`config.mk`:
```
export PLATFORM = sky130hd
export DESIGN_NAME = icache_refill_ctrl
export DESIGN_NICKNAME = d
export VERILOG_FILES = /design/src/rtl/icache_pkg.sv /design/src/rtl/icache_tag_array.sv /design/src/rtl/icache_refill_ctrl.sv
export SDC_FILE = /design/constraint.sdc
export NUM_CORES = 1
export LEC_CHECK = 0
export ABC_AREA = 1
export CAP_MARGIN = 20
export CORE_MARGIN = 1
export CORE_UTILIZATION = 45
export CTS_BUF_LIST = sky130_fd_sc_hd__clkbuf_2
export DETAILED_ROUTE_END_ITERATION = 10
export MAX_ROUTING_LAYER = met4
export PLACE_DENSITY_LB_ADDON = 0.12
export SYNTH_ARGS = -nofsm -noshare
export SYNTH_HDL_FRONTEND = slang
export SYNTH_SLANG_ARGS = --single-unit
```
`constraint.sdc`:
```
create_clock -name clk -period 2.9 [get_ports clk]
set_clock_uncertainty 0.05 [all_clocks]
set_input_delay 0.58 -clock clk [delete_from_list [all_inputs] [get_ports clk]]
set_output_delay 0.58 -clock clk [all_outputs]
set_load 0.01 [all_outputs]
```
`src/rtl/icache_pkg.sv`:
```
// Shared types, default geometry and address-field helpers for the instruction cache refill controller.
package icache_pkg;

    localparam int unsigned LINE_WORDS_DEF = 4;
    localparam int unsigned NUM_LINES_DEF  = 64;
    localparam int unsigned ADDR_W_DEF     = 32;
    localparam int unsigned MAX_ADDR_W     = 64;

    localparam int unsigned OFFSET_W = $clog2(LINE_WORDS_DEF * 4);
    localparam int unsigned INDEX_W  = $clog2(NUM_LINES_DEF);
    localparam int unsigned TAG_W    = ADDR_W_DEF - OFFSET_W - INDEX_W;

    typedef enum logic [1:0] {
        IDLE,
        FILL,
        COMMIT
    } state_e;

    // Helpers take widths as arguments so any legal geometry can share them.
    function automatic logic [MAX_ADDR_W-1:0] addr_index(input logic [MAX_ADDR_W-1:0] addr,
                                                         input int unsigned off_w,
                                                         input int unsigned idx_w);
        logic [MAX_ADDR_W-1:0] mask;
        mask = (MAX_ADDR_W'(1) << idx_w) - MAX_ADDR_W'(1);
        return (addr >> off_w) & mask;
    endfunction

    function automatic logic [MAX_ADDR_W-1:0] addr_tag(input logic [MAX_ADDR_W-1:0] addr,
                                                       input int unsigned off_w,
                                                       input int unsigned idx_w);
        return addr >> (off_w + idx_w);
    endfunction

    function automatic logic [MAX_ADDR_W-1:0] addr_line_base(input logic [MAX_ADDR_W-1:0] addr,
                                                             input int unsigned off_w);
        return (addr >> off_w) << off_w;
    endfunction

endpackage

```
`src/rtl/icache_tag_array.sv`:
```
// Direct-mapped tag/valid store: combinational read, single write port, one-cycle invalidate of all lines.
module icache_tag_array #(
    parameter int unsigned NUM_LINES = 64,
    parameter int unsigned IDX_W     = 6,
    parameter int unsigned TAG_W     = 22
) (
    input  logic             clk,
    input  logic             rst,
    input  logic [IDX_W-1:0] rd_idx,
    output logic             rd_valid,
    output logic [TAG_W-1:0] rd_tag,
    input  logic             we,
    input  logic [IDX_W-1:0] wr_idx,
    input  logic [TAG_W-1:0] wr_tag,
    input  logic             clear_all
);

    logic [NUM_LINES-1:0] valid_q;
    logic [TAG_W-1:0]     tag_q [NUM_LINES];

    always_ff @(posedge clk) begin
        if (rst) begin
            valid_q <= '0;
        end else if (clear_all) begin
            valid_q <= '0;
        end else if (we) begin
            valid_q[wr_idx] <= 1'b1;
        end
    end

    // Tags are qualified by valid, so they need no reset.
    always_ff @(posedge clk) begin
        if (we) begin
            tag_q[wr_idx] <= wr_tag;
        end
    end

    assign rd_valid = valid_q[rd_idx];
    assign rd_tag   = tag_q[rd_idx];

endmodule

```
`src/rtl/icache_refill_ctrl.sv`:
```
// Instruction cache controller: hit/miss lookup, fetch stall, line refill sequencing, flush and misalignment flag.
module icache_refill_ctrl
    import icache_pkg::*;
#(
    parameter int unsigned LINE_WORDS = LINE_WORDS_DEF,
    parameter int unsigned NUM_LINES  = NUM_LINES_DEF,
    parameter int unsigned ADDR_W     = ADDR_W_DEF
) (
    input  logic              clk,
    input  logic              rst,
    input  logic              fetch_valid,
    input  logic [ADDR_W-1:0] fetch_address,
    output logic              fetch_stall,
    output logic              misaligned,
    output logic              mem_req,
    output logic [ADDR_W-1:0] mem_addr,
    input  logic              mem_ack,
    input  logic [31:0]       mem_rdata,
    output logic              refill_we,
    output logic [ADDR_W-1:0] refill_address,
    output logic [31:0]       refill_data,
    input  logic              flush,
    output logic [15:0]       refill_count
);

    localparam int unsigned OFF_W  = $clog2(LINE_WORDS * 4);
    localparam int unsigned IDX_W  = $clog2(NUM_LINES);
    localparam int unsigned TG_W   = ADDR_W - OFF_W - IDX_W;
    localparam int unsigned BEAT_W = (LINE_WORDS > 1) ? $clog2(LINE_WORDS) : 1;

    state_e              state_q, state_d;
    logic [BEAT_W-1:0]   beat_q, beat_d;
    logic [ADDR_W-1:0]   line_base_q, line_base_d;
    logic                flush_pend_q, flush_pend_d;
    logic [15:0]         refill_count_q, refill_count_d;
    logic                misaligned_q, misaligned_d;

    logic [IDX_W-1:0]    fetch_idx, line_idx;
    logic [TG_W-1:0]     fetch_tag, line_tag;
    logic                rd_valid;
    logic [TG_W-1:0]     rd_tag;
    logic                hit_c, misalign_now_c;
    logic                tag_we, clear_all;

    assign fetch_idx      = IDX_W'(addr_index(MAX_ADDR_W'(fetch_address), OFF_W, IDX_W));
    assign fetch_tag      = TG_W'(addr_tag(MAX_ADDR_W'(fetch_address), OFF_W, IDX_W));
    assign line_idx       = IDX_W'(addr_index(MAX_ADDR_W'(line_base_q), OFF_W, IDX_W));
    assign line_tag       = TG_W'(addr_tag(MAX_ADDR_W'(line_base_q), OFF_W, IDX_W));
    assign hit_c          = rd_valid & (rd_tag == fetch_tag);
    assign misalign_now_c = (fetch_address[1:0] != 2'b00);

    icache_tag_array #(
        .NUM_LINES (NUM_LINES),
        .IDX_W     (IDX_W),
        .TAG_W     (TG_W)
    ) u_tags (
        .clk       (clk),
        .rst       (rst),
        .rd_idx    (fetch_idx),
        .rd_valid  (rd_valid),
        .rd_tag    (rd_tag),
        .we        (tag_we),
        .wr_idx    (line_idx),
        .wr_tag    (line_tag),
        .clear_all (clear_all)
    );

    always_ff @(posedge clk) begin
        if (rst) begin
            state_q        <= IDLE;
            beat_q         <= '0;
            line_base_q    <= '0;
            flush_pend_q   <= 1'b0;
            refill_count_q <= '0;
            misaligned_q   <= 1'b0;
        end else begin
            state_q        <= state_d;
            beat_q         <= beat_d;
            line_base_q    <= line_base_d;
            flush_pend_q   <= flush_pend_d;
            refill_count_q <= refill_count_d;
            misaligned_q   <= misaligned_d;
        end
    end

    always_comb begin
        state_d        = state_q;
        beat_d         = beat_q;
        line_base_d    = line_base_q;
        flush_pend_d   = flush_pend_q;
        refill_count_d = refill_count_q;
        misaligned_d   = misaligned_q;
        fetch_stall    = 1'b1;
        mem_req        = 1'b0;
        mem_addr       = '0;
        refill_we      = 1'b0;
        refill_address = '0;
        refill_data    = '0;
        tag_we         = 1'b0;
        clear_all      = 1'b0;

        case (state_q)
            IDLE: begin
                fetch_stall = fetch_valid & ~misalign_now_c & ~hit_c;
                if (fetch_valid) begin
                    misaligned_d = misalign_now_c;
                end
                // Flush wins over a miss; the stalled fetch simply misses again next cycle.
                if (flush || flush_pend_q) begin
                    clear_all    = 1'b1;
                    flush_pend_d = 1'b0;
                end else if (fetch_stall) begin
                    line_base_d = ADDR_W'(addr_line_base(MAX_ADDR_W'(fetch_address), OFF_W));
                    beat_d      = '0;
                    state_d     = FILL;
                end
            end
            FILL: begin
                flush_pend_d = flush_pend_q | flush;
                mem_req      = 1'b1;
                mem_addr     = line_base_q + ADDR_W'({beat_q, 2'b00});
                if (mem_ack) begin
                    refill_we      = 1'b1;
                    refill_address = mem_addr;
                    refill_data    = mem_rdata;
                    beat_d         = beat_q + BEAT_W'(1);
                    if (beat_q == BEAT_W'(LINE_WORDS - 1)) begin
                        state_d = COMMIT;
                    end
                end
            end
            COMMIT: begin
                flush_pend_d = flush_pend_q | flush;
                tag_we       = 1'b1;
                if (refill_count_q != 16'hFFFF) begin
                    refill_count_d = refill_count_q + 16'd1;
                end
                state_d = IDLE;
            end
            default: begin
                state_d = IDLE;
            end
        endcase
    end

    assign misaligned   = misaligned_q;
    assign refill_count = refill_count_q;

endmodule

```
After elaboration in Yosys (flattened, before gate mapping)
Memories as Yosys holds them, arrays and structs flattened.
Cells that the tools add are included.
- bits in registers: 114
- memory bits (writable): 1408
- input port bits: 69
- output and inout bits: 116
- word-level logic and storage cells: 75
- memories: 1
- memory list (name ; words ; bits a word ; read ports ; clocked after memory_dff ; write ports ; line ; text):
    u_tags.tag_q ; 64 ; 22 ; 1 ; 0 ; 1 ; icache_tag_array.sv:19 ; logic [TAG_W-1:0] tag_q [NUM_LINES];
- add/sub/neg operators: 3
- order comparisons: 3
- equality and inequality tests: 10
- muxes and demuxes: 29
- bitwise gates (word level): 8
- reductions and logical operators: 14
- operators with widths (cell ; count):
    32-bit 2-to-1 mux ; 5
    64-bit OR ; 1
    32-bit by 4-bit adder with 32-bit output ; 1
    22-bit equality test ; 1
    16-bit by 1-bit adder with 16-bit output (second input constant) ; 1
    16-bit inequality test (second input constant) ; 1
    6-bit by 7-bit < comparator with 1-bit output (second input constant) ; 2
    2-bit 2-to-1 mux ; 7
    1-bit 2-to-1 mux ; 12
    2-bit inequality test (second input constant) ; 5
    2-bit case mux with 2 select lines ; 2
    4-bit AND reduction ; 2
    1-bit binary-select mux with 6-bit select ; 1
    1-bit demux with 6-bit select ; 1
    6-bit by 1-bit greater-or-equal comparator with 1-bit output (second input constant) ; 1
    2-bit AND reduction ; 3
    2-bit nonzero test ; 3
    2-bit equality test (second input constant) ; 2
    2-bit OR reduction ; 2
    1-bit AND ; 3
    1-bit inverter ; 3
    3-bit AND reduction ; 1
    2-bit by 1-bit adder with 2-bit output (second input constant) ; 1
    2-bit by 1-bit equality test with 1-bit output (second input constant) ; 1
    other kinds (5) ; 5

Longest topological paths before layout
- depth after elaboration: 8
- mapped depth: 25
- gate-level depth less buffers: 21

Hierarchy
From an unflattened synthesis, not the netlist that was laid out.
- cell total of the unflattened synthesis: 5768
- area total of the unflattened synthesis: 62940.4 um^2
- by module, submodules not included (module ; instances ; cells each ; area an instance (um^2) ; sequential area each (um^2)):
    icache_tag_array ; 1 ; 5163 ; 59438.3 ; 43561.8
    icache_refill_ctrl ; 1 ; 605 ; 3502.1 ; 1001.0

Least setup slack after synthesis
No wires, ideal clock.
- path kind: in2out
- start point: input fetch_address[6]
- end point: output fetch_stall
- data arrival time: 2.178 ns
- data required time: 2.270 ns
- path slack: 0.092 ns
- stages on the path: 17
- path buffers: 3
- path through: buf_2 > inv_1 > buf_2 > clkbuf_1 > nand3_1 > nand2_1 > nand2_1 > nand3_1 > nand3_1 > nand3_1 > nand2_1 > nor2_1 > nand2_1 > nor2_1 > nand3_1 > nand2_1 > nand2_1
- longest elaborated chain between the ends: 6
- elaborated cells on any way between the ends: 8
- classes of those cells: eq/ne (1); mux (3); bitwise (3); memory (1)
- RTL lines (element ; line ; text):
    start: declaration ; icache_refill_ctrl.sv:12 ; input logic [ADDR_W-1:0] fetch_address,
    memory read 64 x 22 bit or 1-bit binary-select mux with 6-bit select (tied branches) ; n/a ;
    22-bit equality test or 1-bit 2-to-1 mux (tied branches) ; icache_refill_ctrl.sv:49, icache_tag_array.sv:38 ;
    1-bit AND * ; icache_refill_ctrl.sv:49 ; assign hit_c = rd_valid & (rd_tag == fetch_tag);
    1-bit inverter * ; icache_refill_ctrl.sv:104 ; fetch_stall = fetch_valid & ~misalign_now_c & ~hit_c;
    1-bit AND * ; icache_refill_ctrl.sv:104 ;
    1-bit 2-to-1 mux * ; icache_refill_ctrl.sv:102 ; case (state_q)
    end: declaration ; icache_refill_ctrl.sv:13 ; output logic fetch_stall,
Mark *: on every way between the ends. The rest lies on a longest branch, timed or not. The select of a mux whose other input is x is not followed.

Worst setup path after layout
- start point: memory u_tags.tag_q[36][6]
- end point: output fetch_stall
- longest elaborated chain between the ends: 6
- RTL lines (element ; line):
    start: declaration ; icache_tag_array.sv:19
    memory read 64 x 22 bit ; n/a
    22-bit equality test ; icache_refill_ctrl.sv:49
    1-bit AND ; icache_refill_ctrl.sv:49
    1-bit inverter ; icache_refill_ctrl.sv:104
    1-bit AND ; icache_refill_ctrl.sv:104
    1-bit 2-to-1 mux ; icache_refill_ctrl.sv:102
Every way passes these cells.

==> impl_metrics.csv <==
group,metric,value,unit
final_layout,drive_gt1_share,24.5,%
power,p_leak,30.0,nW
logic_synthesis,synth_most_common_cell,"nand2_1",
sta,setup_viol,105,
setup_path,cpLargestDelayFamily,"simple AND/OR/NAND/NOR gates",
logic_synthesis,synth_edf_count,1408,
clock_network,cts_tree,"done",
floorplan,num_rows,136,
clock_network,ctsRootBufferMaster,"clkbuf_2",
logic_synthesis,postSynthCellCount,5688,
global_route,grt.overflow.total,0,
setup_path,ff2ff_path_depth,19,
setup_path,crit_arrival,3.93,ns
logic_synthesis,ys_seq_elements,1522,
drt,first_pass_iters,6,
floorplan,start_util,45.5,%
sta,maxSlewHeadroom,15.8,%
power,ir_drop,420,uV
setup_path,crit_slowest_cell,"edfxtp_1",
hold_path,hold-path-cell-count,16,
logic_synthesis,syn_area,62600,um^2
floorplan,ioPinCount,185,
setup_path,path_cells,"nand2_1 -> nand3_1 -> nand3_1 -> nand2_2 -> nand2_2 -> nand3_2 -> nand3_2 -> buf_6 -> nand3b_1 -> nand2_1 -> nand3_2 -> buf_6 -> nor2_4 -> nand3_4 -> nand2_2 -> nand2_2 -> buf_6",
sta,fmaxAchievable,219,MHz
sta,rsz0062_at_grt,"yes",
global_route,grt_pass1_wl,293,mm
place,io_buffers,178,
floorplan,die_w,375,um
sta,final.period_utilization,157,%
place,gp_congestion,0.926,
drt,post_drt_wl_per_cell,23.5,um
setup_path,critPathMaxStageDelay,0.37,ns
setup_path,r2r-start,"u_tags.tag_q[36][6]",
global_route,grt_pass1_vias,45053,
global_route,grt_max_degree,75,
run_status,violations,"setup timing",
clock_network,cts.clk_slew.worst_paths,0.10,ns
drt,drt-initial-drc-count,4731,
run,cap_viol_max_count,0,
logic_synthesis,ys_warn_count,0,
floorplan,core,138000,um^2
setup_path,cp.required,2.27,ns
clock_network,cts_made_buffers,402,
logic_synthesis,synth_top_area_share,67.6,%
clock_network,h-tree-depth,5,
sta,worst_pin_slew,1.26,ns
logic_synthesis,yosysSeqAreaShare,71.2,%
setup_path,r2r_end,"line_base_q[31]",
sta,final_hold_viol_count,0,
drt,wirelength,202,mm
hold_path,worstHoldStart,"fetch_address[7]",
logic_synthesis,async_reset_ff_share,0,%
logic_synthesis,yosys.cell_types.count,30,
drt,viasPerCell,5.41,
clock_network,ctsLongestPathBuffers,4,
setup_path,cp_num_buf_inv,3,
setup_path,crit_top_cell,"nand2_2",
clock_network,clock_latency,1.81,ns
logic_synthesis,syn_area_per_cell,11.0,um^2
power,p_per_area,576,nW/um^2
drt,remaining_drc_errors,0,
sta,fin_crit,4.56,ns
setup_path,start_kind,"flop",
global_route,antenna_found_initial,7,
setup_path,path_max_fanout,2,
final_layout,postLayoutCellArea,76000,um^2
floorplan,die_h,375,um
hold_path,hp-class,"primary input to flop",
floorplan,die_area,141000,um^2
setup_path,crit_path_end_kind,"primary output",
setup_path,r2r_slack,-0.18,ns
hold_path,hold-path-endpoint,"beat_q[1]",
run_status,status,"finished with violations",
sta,slew_violations,0,
setup_path,critPathKind,"flop to primary output",
drt,vias,46463,
global_route,grt_usage,29.4,%
clock_network,clock_sinks,1522,
final_layout,syn_to_final_growth,21.4,%
place,dp_hpwl,120,mm
place,place_area,70100,um^2
logic_synthesis,netlist_top_cells_count,"nand2_1 (1958), edfxtp_1 (1408), nand3_1 (1264)",
logic_synthesis,synth_ff_type,"edfxtp_1",
final_layout,finalCoreUtilization,55.2,%
drt,antenna_left,0,
logic_synthesis,synth_area_leaders,"edfxtp_1 (68%), nand2_1 (12%), nand3_1 (10%), dfxtp_1 (3.6%), nor2_1 (1.8%)",
logic_synthesis,synth_top_cell_by_area,"edfxtp_1",
sta,layout_setup_ws,-1.66,ns
final_layout,nets,6572,
final_layout,fillers,11913,
worst reg2reg max path, cell delays in order (launching register included):
cell,delay [ns]
edfxtp_1,0.37
nand2_1,0.07
nand3_1,0.07
nand3_1,0.10
nand2_2,0.14
nand2_2,0.12
nand3_2,0.07
nand3_2,0.07
buf_6,0.14
nand3b_1,0.08
nand2_1,0.07
nand3_2,0.08
buf_6,0.14
nor2_4,0.12
nand3_4,0.16
nand3_2,0.17
buf_4,0.18
dlygate4sd3_1,0.62
o21ai_0,0.09
a21oi_1,0.12
metrics by stage:
| stage | total power, mW | hold slack, ns | TNS (ns) | worst slack [ns] | std cells |
|---|---|---|---|---|---|
| 2_1_floorplan | 27.1 | 0.385 | 0 | 0.0919 | 5691 |
| 3_3_place_gp | 29.3 | 0.395 | -37.31 | -1.61 | 7780 |
| 3_5_place_dp | 29.3 | 0.404 | -36.63 | -1.59 | 7780 |
| 4_1_cts | 43.9 | -0.0136 | -93.63 | -1.82 | 8564 |
| 5_1_grt | 45.6 | 0.0855 | -92.18 | -1.94 | 8580 |
| 6_report | 43.8 | 0.202 | -69.52 | -1.66 | 8585 |
per-layer routing:
layer / wire length [um] / track usage, % / vias to the layer above
met4: 6380 / 10.9 / 0
met3: 17500 / 5.70 / 314
met5: 0 / - / -
li1: - / - / 21468
met1: 86100 / 39.7 / 22517
met2: 91800 / 44.1 / 2164
sequential cells by signal, indices dropped and copies added, names as in the netlist:
register / cells
u_tags.valid_q: 64
flush_pend_q: 1
u_tags.tag_q: 1408
state_q: 2
misaligned: 1
line_base_q: 28
refill_count: 16
beat_q: 2
final cells by class:
cell class	instances	area [um^2]	share of cell area, %
diodes	12	30.0	0.0395
repair buffers	753	8050	10.6
flip-flops and latches	1522	44600	58.7
well taps	1794	2240	2.95
clock buffers	616	3080	4.06
multi-input cells	3660	17000	22.4
clock inverters	69	270	0.356
inverters	159	639	0.842
where the power goes:
group / internal [mW] / leakage (nW) / switching (mW)
Combinational: 1.79 / 13.3 / 3.39
Clock: 5.54 / 2.70 / 8.61
Sequential: 24.3 / 14.0 / 0.143
what timing repair did:
action / CTS / global route
endpoints found under the setup margin: 144 / 128
setup buffers: 52 / 19
pin swaps: 42 / 56
resized for setup: 785 / 218
cloned: 4 / 0
hold buffers: 44 / 0
endpoints found under the hold margin: 114 / 0
placed cells by master (no fill, tap or decap), drive strengths merged:
master / count
o21ai: 45
diode: 12
dlygate4sd3: 44
clkbuf: 617
clkdlybuf4s50: 61
nor3: 17
nor2: 301
nor4: 1
nand4: 5
buf: 647
dfxtp: 114
clkinv: 64
edfxtp: 1408
xor2: 1
or2: 1
nand2: 1958
nand3: 1264
inv: 164
o21a: 1
ha: 5
nor3b: 5
a21oi: 44
a211oi: 1
o211ai: 3
conb: 4
nand3b: 3
o21bai: 1
worst max-delay path by stage:
stage | start | endpoint | slack [ns] | cells after the start
after floorplan | fetch_address[6] | fetch_stall | 0.09 | 17
after global placement | fetch_address[5] | fetch_stall | -1.61 | 23
after detailed placement | fetch_address[5] | fetch_stall | -1.59 | 23
after CTS | u_tags.tag_q[37][6] | fetch_stall | -1.82 | 17
after global routing | u_tags.tag_q[47][10] | fetch_stall | -1.94 | 17
final | u_tags.tag_q[36][6] | fetch_stall | -1.66 | 17
logic make-up after synthesis:
family	Yosys count	synth area share, %
other	1	0.00599
DFF	1522	71.2
buffers and inverters	509	3.94
and+or+nand+nor	3555	24.0
xor gates and xnor gates	1	0.0140
adders and majority gates	5	0.100
AOI/OAI and AO/OA	95	0.784
Power figures use the tool's default switching activity.
